--- src/rtl/mux4_rr_arbiter_if.sv ---
// Handshake bundle between four requesters and the shared-mux arbiter.
// Optional build macro: MUX4_ARB_LOCK_EN adds the 'lock' signal.
//
// Handshake: each req[i] is a level request. Requester i raises it and holds
// it high for as long as it needs the mux. It owns the mux in every cycle
// where gnt[i]=1, and it gives the mux up by dropping req[i]. gnt, sel and
// valid are registered, and valid == |gnt.
interface mux4_rr_arbiter_if;
  logic [3:0] req;
`ifdef MUX4_ARB_LOCK_EN
  logic       lock;
`endif
  logic [3:0] gnt;
  logic [1:0] sel;
  logic       valid;

`ifdef MUX4_ARB_LOCK_EN
  modport master (output req, output lock, input gnt, input sel, input valid);
  modport slave  (input req, input lock, output gnt, output sel, output valid);
`else
  modport master (output req, input gnt, input sel, input valid);
  modport slave  (input req, output gnt, output sel, output valid);
`endif
endinterface

--- src/rtl/mux4_rr_arbiter.sv ---
// Round-robin arbiter for one 4:1 mux shared by four requesters.
// sel drives the mux S1/S0 pins directly, so sel=i selects input Ii.
// Optional build macro: MUX4_ARB_LOCK_EN lets the current owner suppress
// hold-limit preemption while lock=1.
module mux4_rr_arbiter #(
  parameter int MAX_HOLD = 8  // 0 = unlimited, otherwise 2..255
) (
  input  logic              clk,
  input  logic              rst_n,
  mux4_rr_arbiter_if.slave  bus,
  output logic              o_dbg_busy
);

  typedef enum logic {ST_IDLE = 1'b0, ST_BUSY = 1'b1} state_t;

  localparam bit         LP_HOLD_EN   = (MAX_HOLD != 0);
  localparam logic [7:0] LP_HOLD_LAST = (MAX_HOLD == 0) ? 8'd0 : 8'(MAX_HOLD - 1);

  state_t     r_state;
  logic [1:0] r_ptr;
  logic [1:0] r_owner;
  logic [3:0] r_gnt;
  logic       r_valid;
  logic [7:0] r_hold_cnt;

  state_t     w_state_nxt;
  logic [1:0] w_ptr_nxt;
  logic [1:0] w_owner_nxt;
  logic [3:0] w_gnt_nxt;
  logic       w_valid_nxt;
  logic [7:0] w_hold_nxt;
  logic [3:0] w_others;
  logic [1:0] w_win;
  logic       w_lock;
  logic       w_preempt;

`ifdef MUX4_ARB_LOCK_EN
  assign w_lock = bus.lock;
`else
  assign w_lock = 1'b0;
`endif

  // First set bit of r searching p, p+1, p+2, p+3 (mod 4); callers guard with |r.
  function automatic logic [1:0] f_pick(input logic [3:0] r, input logic [1:0] p);
    logic [1:0] idx;
    f_pick = p;
    for (int k = 3; k >= 0; k--) begin
      idx = p + 2'(k);
      if (r[idx]) f_pick = idx;
    end
  endfunction

  // Requests from everyone except the current owner; this set is used for both handoff and preemption.
  assign w_others = bus.req & ~(4'b0001 << r_owner);

  // The hold limit is compared with >= rather than ==. The count keeps running
  // while lock holds off preemption, and with >= preemption still fires once
  // lock is released.
  assign w_preempt = LP_HOLD_EN && (r_hold_cnt >= LP_HOLD_LAST) && (|w_others) && !w_lock;

  // Next-state and next-output logic for the IDLE/BUSY machine.
  always_comb begin
    w_state_nxt = r_state;
    w_ptr_nxt   = r_ptr;
    w_owner_nxt = r_owner;
    w_gnt_nxt   = r_gnt;
    w_valid_nxt = r_valid;
    w_hold_nxt  = r_hold_cnt;
    w_win       = 2'd0;
    case (r_state)
      ST_IDLE: begin
        w_gnt_nxt   = 4'b0000;
        w_valid_nxt = 1'b0;
        if (|bus.req) begin
          w_win       = f_pick(bus.req, r_ptr);
          w_state_nxt = ST_BUSY;
          w_owner_nxt = w_win;
          w_gnt_nxt   = 4'b0001 << w_win;
          w_valid_nxt = 1'b1;
          w_hold_nxt  = 8'd0;
          w_ptr_nxt   = w_win + 2'd1;
        end
      end
      ST_BUSY: begin
        if (!bus.req[r_owner] || w_preempt) begin
          // r_ptr is already owner+1, so this search skips the outgoing owner.
          if (|w_others) begin
            w_win       = f_pick(w_others, r_ptr);
            w_owner_nxt = w_win;
            w_gnt_nxt   = 4'b0001 << w_win;
            w_valid_nxt = 1'b1;
            w_hold_nxt  = 8'd0;
            w_ptr_nxt   = w_win + 2'd1;
          end else begin
            // No other requester: drop to IDLE and leave sel on the old owner.
            w_state_nxt = ST_IDLE;
            w_gnt_nxt   = 4'b0000;
            w_valid_nxt = 1'b0;
          end
        end else if (r_hold_cnt != 8'hFF) begin
          w_hold_nxt = r_hold_cnt + 8'd1;
        end
      end
      default: begin
        w_state_nxt = ST_IDLE;
        w_gnt_nxt   = 4'b0000;
        w_valid_nxt = 1'b0;
      end
    endcase
  end

  // Register all state and outputs; reset clears everything and drops any grant.
  always_ff @(posedge clk) begin
    if (!rst_n) begin
      r_state    <= ST_IDLE;
      r_ptr      <= 2'd0;
      r_owner    <= 2'd0;
      r_gnt      <= 4'b0000;
      r_valid    <= 1'b0;
      r_hold_cnt <= 8'd0;
    end else begin
      r_state    <= w_state_nxt;
      r_ptr      <= w_ptr_nxt;
      r_owner    <= w_owner_nxt;
      r_gnt      <= w_gnt_nxt;
      r_valid    <= w_valid_nxt;
      r_hold_cnt <= w_hold_nxt;
    end
  end

  assign bus.gnt    = r_gnt;
  assign bus.sel    = r_owner;
  assign bus.valid  = r_valid;
  assign o_dbg_busy = (r_state == ST_BUSY);

endmodule

--- src/flat_wrapper.sv ---
// flat-port wrapper written by rule: the top's interface ports become plain ports
module mux4_rr_arbiter_flat 
#(
  parameter int MAX_HOLD = 8                                    
)
  (clk, rst_n, o_dbg_busy, bus_req, bus_gnt, bus_sel, bus_valid);
  mux4_rr_arbiter_if bus_i ();
  input  logic clk;
  input  logic rst_n;
  output logic o_dbg_busy;
  input wire logic [$bits(bus_i.req)-1:0] bus_req;
  output wire logic [$bits(bus_i.gnt)-1:0] bus_gnt;
  output wire logic [$bits(bus_i.sel)-1:0] bus_sel;
  output wire logic [$bits(bus_i.valid)-1:0] bus_valid;
  assign bus_i.req = bus_req;
  assign bus_gnt = bus_i.gnt;
  assign bus_sel = bus_i.sel;
  assign bus_valid = bus_i.valid;
  mux4_rr_arbiter #(.MAX_HOLD(MAX_HOLD)) u_core (.clk(clk), .rst_n(rst_n), .bus(bus_i), .o_dbg_busy(o_dbg_busy));
endmodule
--- config.mk ---
export PLATFORM = sky130hd
export DESIGN_NAME = mux4_rr_arbiter_flat
export DESIGN_NICKNAME = d
export VERILOG_FILES = /design/src/rtl/mux4_rr_arbiter_if.sv /design/src/rtl/mux4_rr_arbiter.sv /design/src/flat_wrapper.sv
export SDC_FILE = /design/constraint.sdc
export NUM_CORES = 1
export LEC_CHECK = 0
export CELL_PAD_IN_SITES_DETAIL_PLACEMENT = 1
export CELL_PAD_IN_SITES_GLOBAL_PLACEMENT = 2
export CORE_UTILIZATION = 30
export DETAILED_ROUTE_END_ITERATION = 8
export GPL_TIMING_DRIVEN = 0
export PLACE_DENSITY_LB_ADDON = 0.1
export REMOVE_ABC_BUFFERS = 1
export SYNTH_ARGS = -nofsm -noshare
export SYNTH_HDL_FRONTEND = slang
export SYNTH_SLANG_ARGS = --single-unit
export TNS_END_PERCENT = 30
--- constraint.sdc ---
create_clock -name clk -period 1.99 [get_ports clk]
set_input_delay 0.2985 -clock clk [delete_from_list [all_inputs] [get_ports clk]]
set_output_delay 0.2985 -clock clk [all_outputs]
set_load 0.05 [all_outputs]
==> impl_metrics.yaml <==
status:
  outcome: "completed"
timing:
  fin_setup_tns_ns: 0
  tightest_slew_ns: 0.617
  finalCritPeriodShare_pct: 94.8
  fin_hold_ws_ns: 0.509
  finalHoldViolCount: 0
  layout_setup_ws_ns: 0.104
  slew_headroom_pct: 58.9
  fmax_mhz: 530
  clock_skew_ns: 0.00614
  report.final.slew_viol_count: 0
  setup-violations-final: 0
  layout_min_cycle_time_ns: 1.89
drt:
  routed_wl_um: 3900
  ant_nets: 0
  first_iter_violations: 72
  viasPerCell: 5.81
  dr.pass1.iters: 4
  drc: 0
  num_vias: 1295
  wl_per_cell_um: 17.5
setup_path:
  timing.rr.end: "u_core.bus.sel[0]"
  startpoint_type: "register"
  endpoint: "u_core.bus.sel[0]"
  r2r_cells: 7
  path_max_fanout: 6
  cp_slowest_cell: "dfxtp_2"
  rr_startpoint: "u_core.r_hold_cnt[1]"
  worstPathRequired_ns: 2.18
  critPathMaxStageDelay_ns: 0.33
  critPathLaunch: "u_core.r_hold_cnt[1]"
  path_class: "reg2reg"
  r2r_setup_slack_ns: 0.10
  critPathCaptureType: "register"
  crit_arrival_ns: 2.08
  crit_chain: "ha_2 > a211o_1 > nor4_4 > o311a_4 > nor2_2 > o211ai_1 > o211a_1"
power:
  clkPwrFrac_pct: 20.2
  swShare_pct: 41.5
  p_leak_nw: 0.598
  irDropWorstVdd_mv: 0.513
  power_frac_comb_pct: 46.7
  seqPwrFrac_pct: 33.1
  p_switching_w: 0.000625
  p_per_area_mw_per_mm2: 927
  intPower_w: 0.000881
clock_network:
  root_buffer: "clkbuf_8"
  clock_path_buffers: 2
  tritoncts.num_buffers: 3
  htreeDepth: 1
  cts_sinks: 18
  postCtsHoldBufs: 0
  path_clk_slew_ns: 0.08
  clk-insertion-delay-late_ns: 0.25
  cts_tree: "yes"
finish:
  layout_common_cells: "nor2_1 (16), dfxtp_1 (14), a21oi_1 (9)"
  drive_gt1_share_pct: 22.5
  multi_input_area_um2: 968
  fin_nets: 181
  syn_to_final_growth_pct: 26.5
  fin_area_mm2: 0.00163
  final_common_cell: "nor2_1"
  seq_area_um2: 370
  layout.cells.non_filler: 223
  nFillCells: 469
  antenna_cells: 0
place:
  gp_congestion: 0.798
  dp.cells: 211
  pre_cts_ws_ns: -0.799
  io_buffers: 13
  hpwlAfterDp_um: 2670
  placed_cell_area_mm2: 0.00143
logic_synthesis:
  yosysSeqAreaShare_pct: 28.0
  syn_inst: 157
  synth.distinct_cells: 60
  avgSynthCellArea_um2: 8.18
  synth-warning-count: 0
  synth_edf_count: 0
  ys_seq_elements: 18
  synth_ff_type: "dfxtp_1"
  syn-cell-area_mm2: 0.00128
  async_flop_share_pct: 0
die:
  fp.dieW_um: 67.4
  num_rows: 23
  pin_count: 14
  start_util_pct: 31.7
  dieArea_mm2: 0.00455
  die_h_um: 67.4
  coreArea_mm2: 0.00406
global_routing:
  grt_max_degree: 19
  grt_pass1_wl_um: 6140
  grt_antenna_before_repair: 0
  grt_pass1_vias: 1229
  grt-ovfl-total: 0
  grtUsageTotal_pct: 17.9
hold_path:
  worstHoldPathType: "reg2reg"
  hp-start: "u_core.bus.gnt[1]"
  whs_path_depth: 1
flow_run:
  maxCapViolCount: 0
==> through the flow <==
| step | utilization [%] | total power (W) |
|---|---|---|
| 2_1_floorplan | - | 0.000934 |
| 3_3_place_gp | 35.3 | 0.00111 |
| 3_5_place_dp | 35.3 | 0.00113 |
| 4_1_cts | 39.1 | 0.00146 |
| 5_1_grt | 40.1 | 0.00160 |
| 6_report | 40.1 | 0.00151 |
==> layer usage <==
layer	track usage (%)	share of wire, %	vias to the layer above
met5	0	0	-
met4	3.19	0.51	0
met3	3.04	3.0	2
met2	28.1	45	17
met1	25.7	52	645
li1	-	-	631
==> power by group through the flow <==
stage	sequential (W)	combinational [W]	clock, W
6_report	0.000498	0.000703	0.000305
2_1_floorplan	0.000589	0.000345	0
3_5_place_dp	0.000507	0.000619	0
4_1_cts	0.000502	0.000651	0.000310
5_1_grt	0.000513	0.000753	0.000332
3_3_place_gp	0.000501	0.000607	0
==> critical path, delay by kind of cell (launching register included) <==
| kind | cells | cell delay, ns |
|---|---|---|
| AO/OA/AOI/OAI | 4 | 0.94 |
| adder cells (fa/ha/maj) | 1 | 0.19 |
| flip-flops | 1 | 0.33 |
| AND/OR/NAND/NOR | 2 | 0.36 |
==> kinds of logic after synthesis <==
logic type               count (synthesis)  share of synthesized area (%)
AND/OR/NAND/NOR                         60                           25.9
AO/OA/AOI/OAI                           57                           32.7
flip-flops                              18                           28.0
buffers and inverters                   11                           4.09
XOR/XNOR                                 6                           4.09
multiplexers                             4                           4.19
adder cells (fa/ha/maj)                  1                          0.974
==> registers in the layout, indices dropped and copies added (netlist names) <==
| name | cells |
|---|---|
| u_core.bus.gnt | 4 |
| u_core.bus.valid | 1 |
| u_core.r_hold_cnt | 8 |
| u_core.bus.sel | 2 |
| u_core.r_ptr | 2 |
| u_core.o_dbg_busy | 1 |
==> area by class of cell <==
type	count	share of cell area [%]
Multi-Input combinational cell	129	59.6
Sequential cell	18	22.8
Timing Repair Buffer	20	9.93
Tap cell	50	3.85
Clock buffer	4	3.39
Inverter	2	0.462
==> cell usage after synthesis, types with 2 or more instances <==
cell / n / area, µm²
dfxtp_1: 18 / 360
nor2_1: 16 / 60.1
a21oi_1: 10 / 50.1
nand2b_1: 7 / 43.8
buf_2: 6 / 30.0
nand2_1: 6 / 22.5
o21ai_1: 6 / 30.0
a31oi_1: 5 / 31.3
nor2b_1: 5 / 31.3
o21ai_0: 5 / 25.0
xnor2_1: 5 / 43.8
and3_1: 4 / 25.0
nor3b_1: 3 / 22.5
o211ai_1: 3 / 22.5
a21boi_0: 2 / 15.0
a21boi_1: 2 / 15.0
a32oi_1: 2 / 17.5
and2_1: 2 / 12.5
inv_1: 2 / 7.51
mux2i_1: 2 / 20.0
nand3_1: 2 / 10.0
nand4_1: 2 / 12.5
nor3_1: 2 / 10.0
o211a_1: 2 / 20.0
o21a_1: 2 / 15.0
o221ai_1: 2 / 17.5
==> what timing repair did <==
item                       in CTS  in global routing
setup buffers                   3                  4
gates cloned                    1                  0
setup endpoints to repair      20                 17
pin swaps                       5                  3
hold endpoints to repair        0                  0
resized for setup              19                 18
==> worst min path at each step <==
stage                     slack [ns]                    to
after floorplan                 0.43     u_core.bus.gnt[1]
after global placement          0.48  u_core.r_hold_cnt[6]
after detailed placement        0.49     u_core.bus.gnt[1]
after CTS                       0.51     u_core.bus.gnt[1]
after global routing            0.54     u_core.bus.gnt[1]
final                           0.51     u_core.bus.gnt[1]
Note: power is estimated with default switching activity, not from simulation.
